### src/rtl/mux_4x1_rr_arbiter.sv
// mux_4x1_rr_arbiter
//   Round-robin arbiter in front of a shared 4:1 selection path. Four
//   requesters compete through req; the winner receives a one-hot gnt, its
//   index drives the internal mux select (sel), and its data is returned as
//   a registered result while it keeps requesting.
//
//   Optional feature: define ARB_TIMEOUT_EN to bound ownership. The owner is
//   then rotated out after HOLD_MAX consecutive grant cycles, but only while
//   another requester is waiting.
//
// Ports
//   clk          in   rising-edge clock
//   rst          in   asynchronous active-high reset
//   req[3:0]     in   request per requester; bit i requests d_i
//   d0..d3       in   requester data, WIDTH bits each
//   gnt[3:0]     out  registered one-hot grant; 0 when idle
//   sel[1:0]     out  registered index of the current/last grant
//   busy         out  1 while a grant is held
//   result       out  registered d[sel], captured during valid grant cycles
//   result_valid out  1 the cycle after a grant cycle with req[sel]=1
module mux_4x1_rr_arbiter #(
  parameter int WIDTH    = 1,
  parameter int HOLD_MAX = 8
) (
  input  logic             clk,
  input  logic             rst,
  input  logic [3:0]       req,
  input  logic [WIDTH-1:0] d0,
  input  logic [WIDTH-1:0] d1,
  input  logic [WIDTH-1:0] d2,
  input  logic [WIDTH-1:0] d3,
  output logic [3:0]       gnt,
  output logic [1:0]       sel,
  output logic             busy,
  output logic [WIDTH-1:0] result,
  output logic             result_valid
);

  // The hold counter is 8 bits wide, so HOLD_MAX must fit 1..255.
  if (HOLD_MAX < 1 || HOLD_MAX > 255) begin : g_bad_hold_max
    $error("HOLD_MAX must lie in 1..255");
  end

  typedef enum logic {IDLE = 1'b0, GRANT = 1'b1} state_t;

  state_t           state_q, state_d;
  logic [3:0]       gnt_q, gnt_d;
  logic [1:0]       sel_q, sel_d;
  logic [1:0]       ptr_q, ptr_d;
  logic [WIDTH-1:0] result_q, result_d;
  logic             rvld_q, rvld_d;

  // Arbitration decisions shared by the next-state and output processes.
  logic             grant_new;  // load a (possibly different) winner this edge
  logic             go_idle;    // release with nobody else waiting
  logic             capture;    // owner still requesting: valid grant cycle
  logic             ptr_adv;    // owner gives up priority
  logic [1:0]       win;
  logic [1:0]       next_start;
  logic [3:0]       others;
  logic [WIDTH-1:0] dmux;

  // Winner = first set bit of r, scanning start, start+1, ... mod 4.
  // Scanning from farthest to nearest lets the nearest hit overwrite.
  function automatic logic [1:0] pick(input logic [3:0] r, input logic [1:0] start);
    logic [1:0] idx;
    pick = start;
    for (int k = 3; k >= 0; k--) begin
      idx = start + 2'(k);
      if (r[idx]) pick = idx;
    end
  endfunction

  always_comb begin
    case (sel_q)
      2'd0:    dmux = d0;
      2'd1:    dmux = d1;
      2'd2:    dmux = d2;
      default: dmux = d3;
    endcase
  end

  assign next_start = sel_q + 2'd1;
  assign others     = req & ~(4'b0001 << sel_q);

`ifdef ARB_TIMEOUT_EN
  localparam logic [7:0] HOLD_LAST = 8'(HOLD_MAX - 1);
  logic [7:0] hold_cnt_q, hold_cnt_d;
  logic       timeout;
  assign timeout = (hold_cnt_q == HOLD_LAST) && (others != 4'b0000);
`else
  logic timeout;
  assign timeout = 1'b0;
`endif

  // Next-state process: who wins, and where the FSM goes.
  always_comb begin
    state_d   = state_q;
    grant_new = 1'b0;
    go_idle   = 1'b0;
    capture   = 1'b0;
    ptr_adv   = 1'b0;
    win       = sel_q;
    case (state_q)
      IDLE: begin
        if (req != 4'b0000) begin
          grant_new = 1'b1;
          win       = pick(req, ptr_q);
          state_d   = GRANT;
        end
      end
      default: begin
        if (req[sel_q]) begin
          capture = 1'b1;
          // Forced rotation still counts this cycle as a valid grant cycle.
          if (timeout) begin
            grant_new = 1'b1;
            ptr_adv   = 1'b1;
            win       = pick(others, next_start);
          end
        end else begin
          // Owner released; req equals others here, hand over without a bubble.
          ptr_adv = 1'b1;
          if (req != 4'b0000) begin
            grant_new = 1'b1;
            win       = pick(req, next_start);
          end else begin
            go_idle = 1'b1;
            state_d = IDLE;
          end
        end
      end
    endcase
  end

  // Output process: next values of the registered outputs and pointer.
  always_comb begin
    gnt_d    = gnt_q;
    sel_d    = sel_q;
    ptr_d    = ptr_q;
    result_d = result_q;
    rvld_d   = capture;
    if (grant_new) begin
      gnt_d = 4'b0001 << win;
      sel_d = win;
    end else if (go_idle) begin
      gnt_d = 4'b0000;
    end
    if (ptr_adv) ptr_d = next_start;
    if (capture) result_d = dmux;
  end

`ifdef ARB_TIMEOUT_EN
  // Counts consecutive owner cycles; saturates when nobody is waiting.
  always_comb begin
    hold_cnt_d = hold_cnt_q;
    if (grant_new) hold_cnt_d = 8'd0;
    else if (capture && hold_cnt_q != HOLD_LAST) hold_cnt_d = hold_cnt_q + 8'd1;
  end

  always_ff @(posedge clk or posedge rst) begin
    if (rst) hold_cnt_q <= 8'd0;
    else     hold_cnt_q <= hold_cnt_d;
  end
`endif

  // State register.
  always_ff @(posedge clk or posedge rst) begin
    if (rst) begin
      state_q  <= IDLE;
      gnt_q    <= 4'b0000;
      sel_q    <= 2'd0;
      ptr_q    <= 2'd0;
      result_q <= '0;
      rvld_q   <= 1'b0;
    end else begin
      state_q  <= state_d;
      gnt_q    <= gnt_d;
      sel_q    <= sel_d;
      ptr_q    <= ptr_d;
      result_q <= result_d;
      rvld_q   <= rvld_d;
    end
  end

  assign gnt          = gnt_q;
  assign sel          = sel_q;
  assign busy         = (state_q == GRANT);
  assign result       = result_q;
  assign result_valid = rvld_q;

endmodule

### config.mk
export PLATFORM = sky130hd
export DESIGN_NAME = mux_4x1_rr_arbiter
export DESIGN_NICKNAME = d
export VERILOG_FILES = /design/src/rtl/mux_4x1_rr_arbiter.sv
export SDC_FILE = /design/constraint.sdc
export NUM_CORES = 1
export LEC_CHECK = 0
export BUFFER_PORTS_ARGS = -buffer_cell sky130_fd_sc_hd__buf_2
export CAP_MARGIN = 5
export CORE_MARGIN = 2
export CORE_UTILIZATION = 47
export DETAILED_ROUTE_END_ITERATION = 8
export PLACE_DENSITY = 0.75
export SETUP_SLACK_MARGIN = 0.3
export SYNTH_ARGS = -nofsm -noshare
export SYNTH_HDL_FRONTEND = slang
export SYNTH_SLANG_ARGS = --single-unit
### constraint.sdc
create_clock -name clk -period 2.01 [get_ports clk]
set_input_delay 0.3015 -clock clk [delete_from_list [all_inputs] [get_ports clk]]
set_output_delay 0.3015 -clock clk [all_outputs]
set_load 0.1 [all_outputs]
==> results.py <==
metrics = {
    "job": {
        "max_cap_violations": 0,
    },
    "logic_synthesis": {
        "synth_cell_types": 35,
        "netlist_instances": 86,
        "yosys-top-cells-area": "dfrtp_1, a21oi_1, ha_1",
        "yosysWarnings": 0,
        "ys_seq_elements": 11,
        "async_reset_ff_share_pct": 100.0,
        "syn_nets": 100,
        "synth_top_cell_by_area": "dfrtp_1",
        "ys_seq_area_share_pct": 33.18,
        "synth_ff_type": "dfrtp_1",
        "synth_edf_count": 0,
        "syn-mean-instance-area_sq_um": 9.646,
        "synth_area_sq_um": 829.5,
        "synth_top_area_share_pct": 33.18,
    },
    "finish": {
        "regArea_sq_um": 284.0,
        "num_antenna_cells": 0,
        "final_layout_size_suffix_gt1_share_pct": 48.25,
        "area.growth.synth_to_final_pct": 29.56,
        "nets": 129,
        "multi_input_area_sq_um": 529.3,
        "num-fill-cells": 156,
    },
    "timing": {
        "setup_viol": 0,
        "finClkSkew_ns": 0.006922,
        "fmax_mhz": 540.1,
        "relSlewSlack_pct": 67.86,
        "fin_crit_ns": 1.852,
        "finalCritPeriodShare_pct": 92.12,
        "rsz0062_at_grt": "yes",
        "drv_slew": 0,
        "finalWorstSetupSlack_ns": 0.1584,
        "finalHoldViolCount": 0,
        "holdWs_ns": 0.01263,
        "tightestPinTransition_ns": 0.4855,
    },
    "clock_tree": {
        "clkTransAtPathRegs_ns": 0.08,
        "cts_tree": "done",
        "htree_levels": 1,
        "clock_path_buffers": 2,
        "hold_buffers": 0,
        "cts.sinks": 11,
        "cts_buffers": 3,
        "cts_root_buffer": "clkbuf_4",
        "insertion_delay_ns": 0.27,
    },
    "die": {
        "rows": 15,
        "io_pins": 19,
        "core_sq_mm": 0.001689,
        "die_area_sq_mm": 0.002117,
        "start_util_pct": 49.11,
        "die_height_um": 46.01,
        "die_width_um": 46.01,
    },
    "placed_design": {
        "place_ws_ns": 0.1216,
        "port_buffers": 18,
        "dpl.hpwl_um": 1336,
        "gp_congestion": 0.7466,
    },
    "worst_hold_path": {
        "hold_class": "input port to async pin",
    },
    "global_routing": {
        "grt.overflow.total": 0,
        "grt_busiest_layer": "met2",
        "grt_max_degree": 13,
        "gr-usage-met2_pct": 32.78,
        "met3_usage_pct": 3.571,
        "use_met1_pct": 27.43,
        "grt_pass1_wl_um": 3036,
        "antenna_found_initial": 0,
        "track_usage_pct": 20.18,
        "grt_pass1_vias": 679,
    },
    "worst_setup_path": {
        "regToRegSetupSlack_ns": 0.16,
        "cp_data_required_time_ns": 2.17,
        "worstSetupPathType": "flip-flop to flip-flop",
        "critPathLaunchType": "flip-flop",
        "rr_worst_depth": 7,
        "rr_endpoint": "gnt[1]",
        "crit_path_max_fanout": 5,
        "arrival_ns": 2.01,
        "r2r_start": "sel[1]",
        "end_kind": "flip-flop",
    },
    "route": {
        "ant_nets": 0,
        "via_per_inst": 5.626,
        "drtPass1Iterations": 4,
        "wirelength_um": 1894,
        "drc": 0,
        "via_count": 737,
        "post_drt_wl_per_cell_um": 14.46,
        "drt_iter0_drc": 16,
    },
    "outcome": {
        "status": "finished, final reports clean",
    },
}
final cells by class:
cell class,count,area share (%)
Clock buffer,4,2.445
Inverter,8,3.492
Multi-Input combinational cell,62,49.24
Sequential cell,11,26.43
Tap cell,17,1.979
Timing Repair Buffer,29,16.41
routing by layer:
layer	vias up	part of all wire (%)
met1	352	48
met3	2	3.0
met4	0	1.1
met2	18	47
met5	-	0
li1	365	-
how the worst max path moves through the flow:
stage | startpoint | end | slack (ns) | cells after the start
after floorplan | sel[0] | gnt[1] | -0.03 | 7
after global placement | sel[0] | gnt[1] | 0.15 | 7
after detailed placement | sel[0] | gnt[3] | 0.12 | 7
after CTS | sel[1] | gnt[1] | 0.17 | 7
after global routing | sel[1] | gnt[1] | 0.08 | 7
final | sel[1] | gnt[1] | 0.16 | 7
layout by cell type (no fill, tap or decap), types with 2 or more instances in the layout:
cell,n
dfrtp_1,8
a22o_1,4
ha_1,3
buf_4,10
o21ai_0,3
dfrtp_4,2
buf_2,18
a21oi_1,9
or2b_1,2
nand2_1,4
nor2_1,8
clkbuf_4,3
o32ai_2,2
inv_1,5
mux2_4,2
timing repair:
action                                  4_1_cts  5_1_grt
buffers inserted                              6        2
gates resized for setup                       8        0
pin swaps                                     6        2
endpoints found under the setup margin        7        7
worst max-delay path: stages, from the launching register on:
cell and delay [ns]:
dfrtp_4 0.50, inv_4 0.08, ha_4 0.21, or3b_1 0.34, a31o_1 0.21, a31oi_4 0.17
inv_2 0.06, a22o_1 0.17
Yosys cell counts (2+ instances only):
library cell  number
a21oi_1           10
a22o_1             4
buf_6              3
dfrtp_1           11
ha_1               4
inv_1              7
mux2_2             3
mux2i_1            2
nand2_1            4
nor2_1             8
nor3_1             2
o21ai_0            3
o32ai_2            2
or2b_1             2
flip-flops by register name, summed over array words and instances, names as in the netlist:
| name | count |
|---|---|
| result_valid | 1 |
| result | 1 |
| busy | 1 |
| sel | 2 |
| ptr_q | 2 |
| gnt | 4 |
logic make-up after synthesis:
logic type               after synthesis  share of synthesized area (%)
AO/OA/AOI/OAI                         29                          27.90
AND/OR/NAND/NOR                       24                          17.35
adder cells (fa/ha/maj)                4                          6.033
buffers and inverters                 13                          9.050
multiplexers                           5                          6.485
flip-flops                            11                          33.18
metrics by stage:
step           instances  setup TNS [ns]  cell area [sq um]  utilization [%]
5_1_grt              131               0               1075            63.63
4_1_cts              129               0               1060            62.74
6_report             131               0               1075            63.63
2_1_floorplan         86        -0.05851              869.6                -
3_5_place_dp         119               0              958.4            56.74
3_3_place_gp         119               0              958.4            56.74
Power is left out: the tool's default activity adds up to more than one toggle a clock period on the data nets, which glitch-free logic cannot reach.
